--- src/rtl/pipe_hazard_ctrl_pkg.sv ---
// Shared constants for the Y86-64 pipeline control slice.
// Holds the status codes, instruction codes, the "no register" id and
// the control FSM state type. Imported by pipe_hazard_ctrl and its bench.
package pipe_pkg;

  localparam logic [2:0] STAT_AOK = 3'h1;
  localparam logic [2:0] STAT_HLT = 3'h2;
  localparam logic [2:0] STAT_ADR = 3'h3;
  localparam logic [2:0] STAT_INS = 3'h4;

  localparam logic [3:0] I_HALT   = 4'h0;
  localparam logic [3:0] I_NOP    = 4'h1;
  localparam logic [3:0] I_MRMOVQ = 4'h5;
  localparam logic [3:0] I_OPQ    = 4'h6;
  localparam logic [3:0] I_JXX    = 4'h7;
  localparam logic [3:0] I_RET    = 4'h9;
  localparam logic [3:0] I_POPQ   = 4'hB;

  localparam logic [3:0] RNONE    = 4'hF;

  typedef enum logic [1:0] {
    ST_RUN    = 2'd0,
    ST_DRAIN  = 2'd1,
    ST_HALTED = 2'd2
  } state_e;

  // True for any status that must stop the pipe.
  function automatic logic is_exc(input logic [2:0] s);
    return (s == STAT_ADR) || (s == STAT_INS) || (s == STAT_HLT);
  endfunction

endpackage

--- src/rtl/pipe_hazard_ctrl_sat_counter.sv ---
// Saturating up-counter used for pipeline performance counters.
// Ports:
//   clk  - clock
//   rst  - asynchronous active-high reset (clears count)
//   inc  - count one on this edge
//   cnt  - current count; sticks at all-ones
module sat_counter #(
  parameter int unsigned W = 32
) (
  input  logic         clk,
  input  logic         rst,
  input  logic         inc,
  output logic [W-1:0] cnt
);

  always_ff @(posedge clk or posedge rst) begin
    if (rst) begin
      cnt <= '0;
    end else if (inc && (cnt != '1)) begin
      cnt <= cnt + W'(1);
    end
  end

endmodule

--- src/rtl/pipe_hazard_ctrl.sv ---
// Pipeline control unit for the five-stage Y86-64 pipe.
// Produces stall/bubble controls for F, D, E, M, W from load-use, ret,
// mispredict and exception conditions, and runs an exception-drain FSM
// (RUN -> DRAIN -> HALTED) so a faulting instruction retires and the pipe
// freezes until reset.
// Ports:
//   clk, rst                     - clock, asynchronous active-high reset
//   D_icode, d_srcA, d_srcB      - decode-stage instruction and sources
//   E_icode, E_dstM, e_Cnd       - execute-stage instruction, load dest, cond
//   M_icode, m_stat, W_stat      - memory/writeback instruction and status
//   F_stall .. W_stall, set_cc   - pipeline register controls
//   halted, exc_stat             - frozen flag and the status that caused it
//   cnt_stall/mispred/cycles     - performance counters (CNT_W bits)
// Build option: define PIPE_PERF_CNT_EN to include the performance counters;
// without it the cnt_* outputs are tied to zero.
module pipe_hazard_ctrl
  import pipe_pkg::*;
#(
  parameter int unsigned CNT_W = 32
) (
  input  logic             clk,
  input  logic             rst,
  input  logic [3:0]       D_icode,
  input  logic [3:0]       d_srcA,
  input  logic [3:0]       d_srcB,
  input  logic [3:0]       E_icode,
  input  logic [3:0]       E_dstM,
  input  logic             e_Cnd,
  input  logic [3:0]       M_icode,
  input  logic [2:0]       m_stat,
  input  logic [2:0]       W_stat,
  output logic             F_stall,
  output logic             D_stall,
  output logic             D_bubble,
  output logic             E_bubble,
  output logic             M_bubble,
  output logic             W_stall,
  output logic             set_cc,
  output logic             halted,
  output logic [2:0]       exc_stat,
  output logic [CNT_W-1:0] cnt_stall,
  output logic [CNT_W-1:0] cnt_mispred,
  output logic [CNT_W-1:0] cnt_cycles
);

  state_e state, state_nx;

  logic load_use;
  logic ret_pend;
  logic mispred;
  logic m_exc;
  logic w_exc;
  logic run_f_stall;

  always_comb begin
    load_use = ((E_icode == I_MRMOVQ) || (E_icode == I_POPQ)) &&
               (E_dstM != RNONE) &&
               ((E_dstM == d_srcA) || (E_dstM == d_srcB));
    ret_pend = (D_icode == I_RET) || (E_icode == I_RET) || (M_icode == I_RET);
    mispred  = (E_icode == I_JXX) && !e_Cnd;
    m_exc    = is_exc(m_stat);
    w_exc    = is_exc(W_stat);
    run_f_stall = load_use || ret_pend;
  end

  always_ff @(posedge clk or posedge rst) begin
    if (rst) begin
      state <= ST_RUN;
    end else begin
      state <= state_nx;
    end
  end

  always_comb begin
    state_nx = state;
    F_stall  = 1'b0;
    D_stall  = 1'b0;
    D_bubble = 1'b0;
    E_bubble = 1'b0;
    M_bubble = 1'b0;
    W_stall  = 1'b0;
    set_cc   = 1'b0;

    case (state)
      ST_RUN: begin
        F_stall  = run_f_stall;
        D_stall  = load_use;
        // A pending ret bubbles D only when D is not already held by load-use.
        D_bubble = mispred || (ret_pend && !load_use);
        E_bubble = mispred || load_use;
        M_bubble = m_exc || w_exc;
        W_stall  = w_exc;
        set_cc   = (E_icode == I_OPQ) && !m_exc && !w_exc;
        if (w_exc) begin
          state_nx = ST_HALTED;
        end else if (m_exc) begin
          state_nx = ST_DRAIN;
        end
      end
      ST_DRAIN: begin
        // Everything behind the faulting instruction is squashed so only
        // it moves on into W.
        F_stall  = 1'b1;
        D_bubble = 1'b1;
        E_bubble = 1'b1;
        M_bubble = 1'b1;
        W_stall  = w_exc;
        if (w_exc) begin
          state_nx = ST_HALTED;
        end
      end
      ST_HALTED: begin
        F_stall  = 1'b1;
        D_stall  = 1'b1;
        E_bubble = 1'b1;
        M_bubble = 1'b1;
        W_stall  = 1'b1;
      end
      default: begin
        state_nx = ST_RUN;
      end
    endcase

    // Stage registers have no reset of their own; hold reset flushes them
    // to nops by bubbling D/E/M while nothing is stalled.
    if (rst) begin
      F_stall  = 1'b0;
      D_stall  = 1'b0;
      D_bubble = 1'b1;
      E_bubble = 1'b1;
      M_bubble = 1'b1;
      W_stall  = 1'b0;
      set_cc   = 1'b0;
    end
  end

  assign halted = (state == ST_HALTED);

  always_ff @(posedge clk or posedge rst) begin
    if (rst) begin
      exc_stat <= STAT_AOK;
    end else if ((state != ST_HALTED) && (state_nx == ST_HALTED)) begin
      exc_stat <= W_stat;
    end
  end

`ifdef PIPE_PERF_CNT_EN
  logic in_run;
  logic cnt_live;

  assign in_run   = (state == ST_RUN);
  assign cnt_live = (state != ST_HALTED);

  sat_counter #(.W(CNT_W)) u_cnt_stall (
    .clk (clk),
    .rst (rst),
    .inc (in_run && run_f_stall),
    .cnt (cnt_stall)
  );

  sat_counter #(.W(CNT_W)) u_cnt_mispred (
    .clk (clk),
    .rst (rst),
    .inc (in_run && mispred),
    .cnt (cnt_mispred)
  );

  sat_counter #(.W(CNT_W)) u_cnt_cycles (
    .clk (clk),
    .rst (rst),
    .inc (cnt_live),
    .cnt (cnt_cycles)
  );
`else
  assign cnt_stall   = '0;
  assign cnt_mispred = '0;
  assign cnt_cycles  = '0;
`endif

endmodule
--- config.mk ---
export PLATFORM = sky130hd
export DESIGN_NAME = pipe_hazard_ctrl
export DESIGN_NICKNAME = d
export VERILOG_FILES = /design/src/rtl/pipe_hazard_ctrl_pkg.sv /design/src/rtl/pipe_hazard_ctrl_sat_counter.sv /design/src/rtl/pipe_hazard_ctrl.sv
export SDC_FILE = /design/constraint.sdc
export NUM_CORES = 1
export LEC_CHECK = 0
export ABC_AREA = 0
export BUFFER_PORTS_ARGS = -buffer_cell sky130_fd_sc_hd__buf_2
export CAP_MARGIN = 20
export CORE_MARGIN = 10
export CORE_UTILIZATION = 25
export CTS_BUF_LIST = sky130_fd_sc_hd__clkbuf_8
export CTS_CLUSTER_SIZE = 12
export DETAILED_ROUTE_END_ITERATION = 12
export PLACE_DENSITY = 0.69
export SLEW_MARGIN = 20
export SYNTH_ARGS = -nofsm -noshare
export SYNTH_HDL_FRONTEND = slang
export SYNTH_SLANG_ARGS = --single-unit
--- constraint.sdc ---
create_clock -name clk -period 3.8 [get_ports clk]
set_input_delay 0.19 -clock clk [delete_from_list [all_inputs] [get_ports clk]]
set_output_delay 0.19 -clock clk [all_outputs]
set_load 0.05 [all_outputs]
==> results.cfg <==
[status]
status = completed

[hold_path]
hold_path.class = input pin to flop

[critical_path]
worst-path-buf-inv = 2
arrival_ns = 2.03
startpoint_type = flop
cp-end-kind = output port
crit_slowest_cell = dfrtp_1
required_ns = 3.61
regToRegSetupSlack_ns = 2.39
critPathKind = flop to output port
crit_family = simple AND/OR/NAND/NOR gates
cp_cell_sequence = inv_1, ha_1, nand4b_1, nor3b_1, nor2_1, o211ai_1, buf_2
max_stage_delay_ns = 0.42
critical_path.max_fanout = 9

[sta]
setup_viol = 0
post-route-min-period_ns = 2.22
fmax_mhz = 451
hold_ws_ns = 0.219
hold_viol_final = 0
finalCritPeriodShare = 0.584
fin_setup_tns_ns = 0
fin_skew_ns = 0.000263
slew_viol_final = 0
grt_setup_unrepaired = no

[route]
routed_wl_mm = 3.78
firstDrtPassIters = 4
vias = 935
wl_per_cell_um = 13.4
routed_via_density = 3.32
ant_nets = 0
drc = 0
drt_iter0_markers = 19

[global_route]
grt_overflow = 0
grt_pass1_wl_mm = 5.33
track_usage = 0.0733
grt_max_degree = 10
first_global_vias = 1061
antenna_found_initial = 0

[synth]
yosys_warnings = 0
synth_top_area_share = 0.529
synth_edf_count = 0
synth_ff_type = dfrtp_1
ys_ff_latch = 5
postSynthCellCount = 166
synthArstFlopShare = 1.00
avgSynthCellArea_sq_um = 8.21
yosysSeqAreaShare = 0.0927
ys_top_cells_by_area = buf_4, dfrtp_1, xor2_1
synth_top_area_cell = buf_4
syn_area_sq_mm = 0.00136
ys_types = 36

[floorplanning]
core_sq_mm = 0.00520
start_util = 0.262
ios = 140
die_h_um = 93.8
dieArea_sq_mm = 0.00880
rows = 26
fp.dieW_um = 93.8

[clocking]
cts_tree = done
cts_buffers = 3
htreeDepth = 1
cts_sinks = 5
clk_pin_slew_worst_paths_ns = 0.04
insertion_delay_ns = 0.22
cts_resized = 0
cts_max_path_buffers = 2
cts_root_buffer = clkbuf_8

[place]
port_buffers = 43
placedCellCount = 277
gp_congestion = 0.814
place_hpwl_mm = 3.51

[finish]
antenna_cells = 0
drive_gt1_frac = 0.250
instances_no_fill = 282
final_core_util = 0.260
nets = 250
areaGrowthSynthToFinish_pct = -0.826
fillCellCount = 608

[power]
p_total_mw = 0.815
powerDensity_mw_per_mm2 = 603
vdd_drop_max_v = 0.000332
p_leak_nw = 0.773

[flow_run]
drv_cap = 0
registers in the layout, indices dropped and copies added, names as in the netlist:
name and cells:
exc_stat 3, state 2
routing by layer:
layer  GRT usage  up-vias  share of wire
met2       0.137       69           0.51
met1      0.0724      413           0.34
met3      0.0360        0           0.14
li1            -      453              -
met5           0        -              0
met4      0.0114        0              0
cell families after synthesis:
kind of cell | Yosys count | share of synthesized area
buffers and inverters | 103 | 0.549
and+or+nand+nor | 27 | 0.163
AOI/OAI and AO/OA | 15 | 0.0799
xor gates and xnor gates | 8 | 0.0514
DFF | 5 | 0.0928
adders and majority gates | 4 | 0.0367
muxes | 3 | 0.0248
other | 1 | 0.00275
per-stage QoR:
stage / worst slack, ns / cell area, sq um
after floorplan: 1.26 / 1720
after global placement: 1.93 / 1300
after detailed placement: 1.81 / 1300
after CTS: 1.56 / 1350
after global routing: 1.38 / 1350
final: 1.58 / 1350
layout by cell type (no fill, tap or decap), types with 2 or more instances in the layout:
cell type,Yosys,layout
a21oi_1,2,2
a31oi_1,2,2
buf_2,1,43
clkbuf_8,0,3
conb_1,1,96
dfrtp_1,4,4
ha_1,4,4
inv_1,6,7
mux2_1,3,3
nand2_1,3,3
nor2_1,4,4
nor3b_1,2,2
nor4_4,2,2
nor4bb_1,3,3
o2111ai_1,2,2
o211ai_1,2,2
o21ai_0,2,2
or3_1,2,2
xor2_1,8,8
Yosys cell counts (3+ instances only):
| library cell | number |
|---|---|
| buf_4 | 96 |
| dfrtp_1 | 4 |
| ha_1 | 4 |
| inv_1 | 6 |
| mux2_1 | 3 |
| nand2_1 | 3 |
| nor2_1 | 4 |
| nor4bb_1 | 3 |
| xor2_1 | 8 |
power breakdown:
group	switching (mW)	internal, mW	total [mW]
Clock	0.0267	0.0693	0.0961
Sequential	0.0182	0.0821	0.100
Combinational	0.498	0.120	0.618
worst reg2reg max path: stages (launching register included):
cell	delay, ns
dfrtp_1	0.42
o31ai_2	0.34
nand2b_4	0.21
mux2_1	0.31
timing repair:
action / CTS / global route
setup buffers: 0 / 0
hold buffers: 1 / 0
hold endpoints to repair: 4 / 0
area by class of cell:
type / count / area (sq um) / area share
clock buffers: 3 / 41.3 / 0.0306
clock inverters: 1 / 3.75 / 0.00278
multi-input cells: 153 / 845 / 0.625
well taps: 70 / 87.6 / 0.0648
flip-flops and latches: 5 / 126 / 0.0935
inverters: 6 / 22.5 / 0.0167
repair buffers: 44 / 225 / 0.167
path summary, 6_finish.rpt:
path	startpoint	to	cells after the start
hold / removal	W_stat[2]	exc_stat[2]	2
setup reg to reg	state[1]	exc_stat[2]	3
min in group asynchronous	rst	state[1]	3
setup / recovery	state[0]	E_bubble	7
hold reg to reg	exc_stat[1]	exc_stat[1]	1
max in group asynchronous	rst	exc_stat[0]	3
Power figures use the tool's default switching activity.
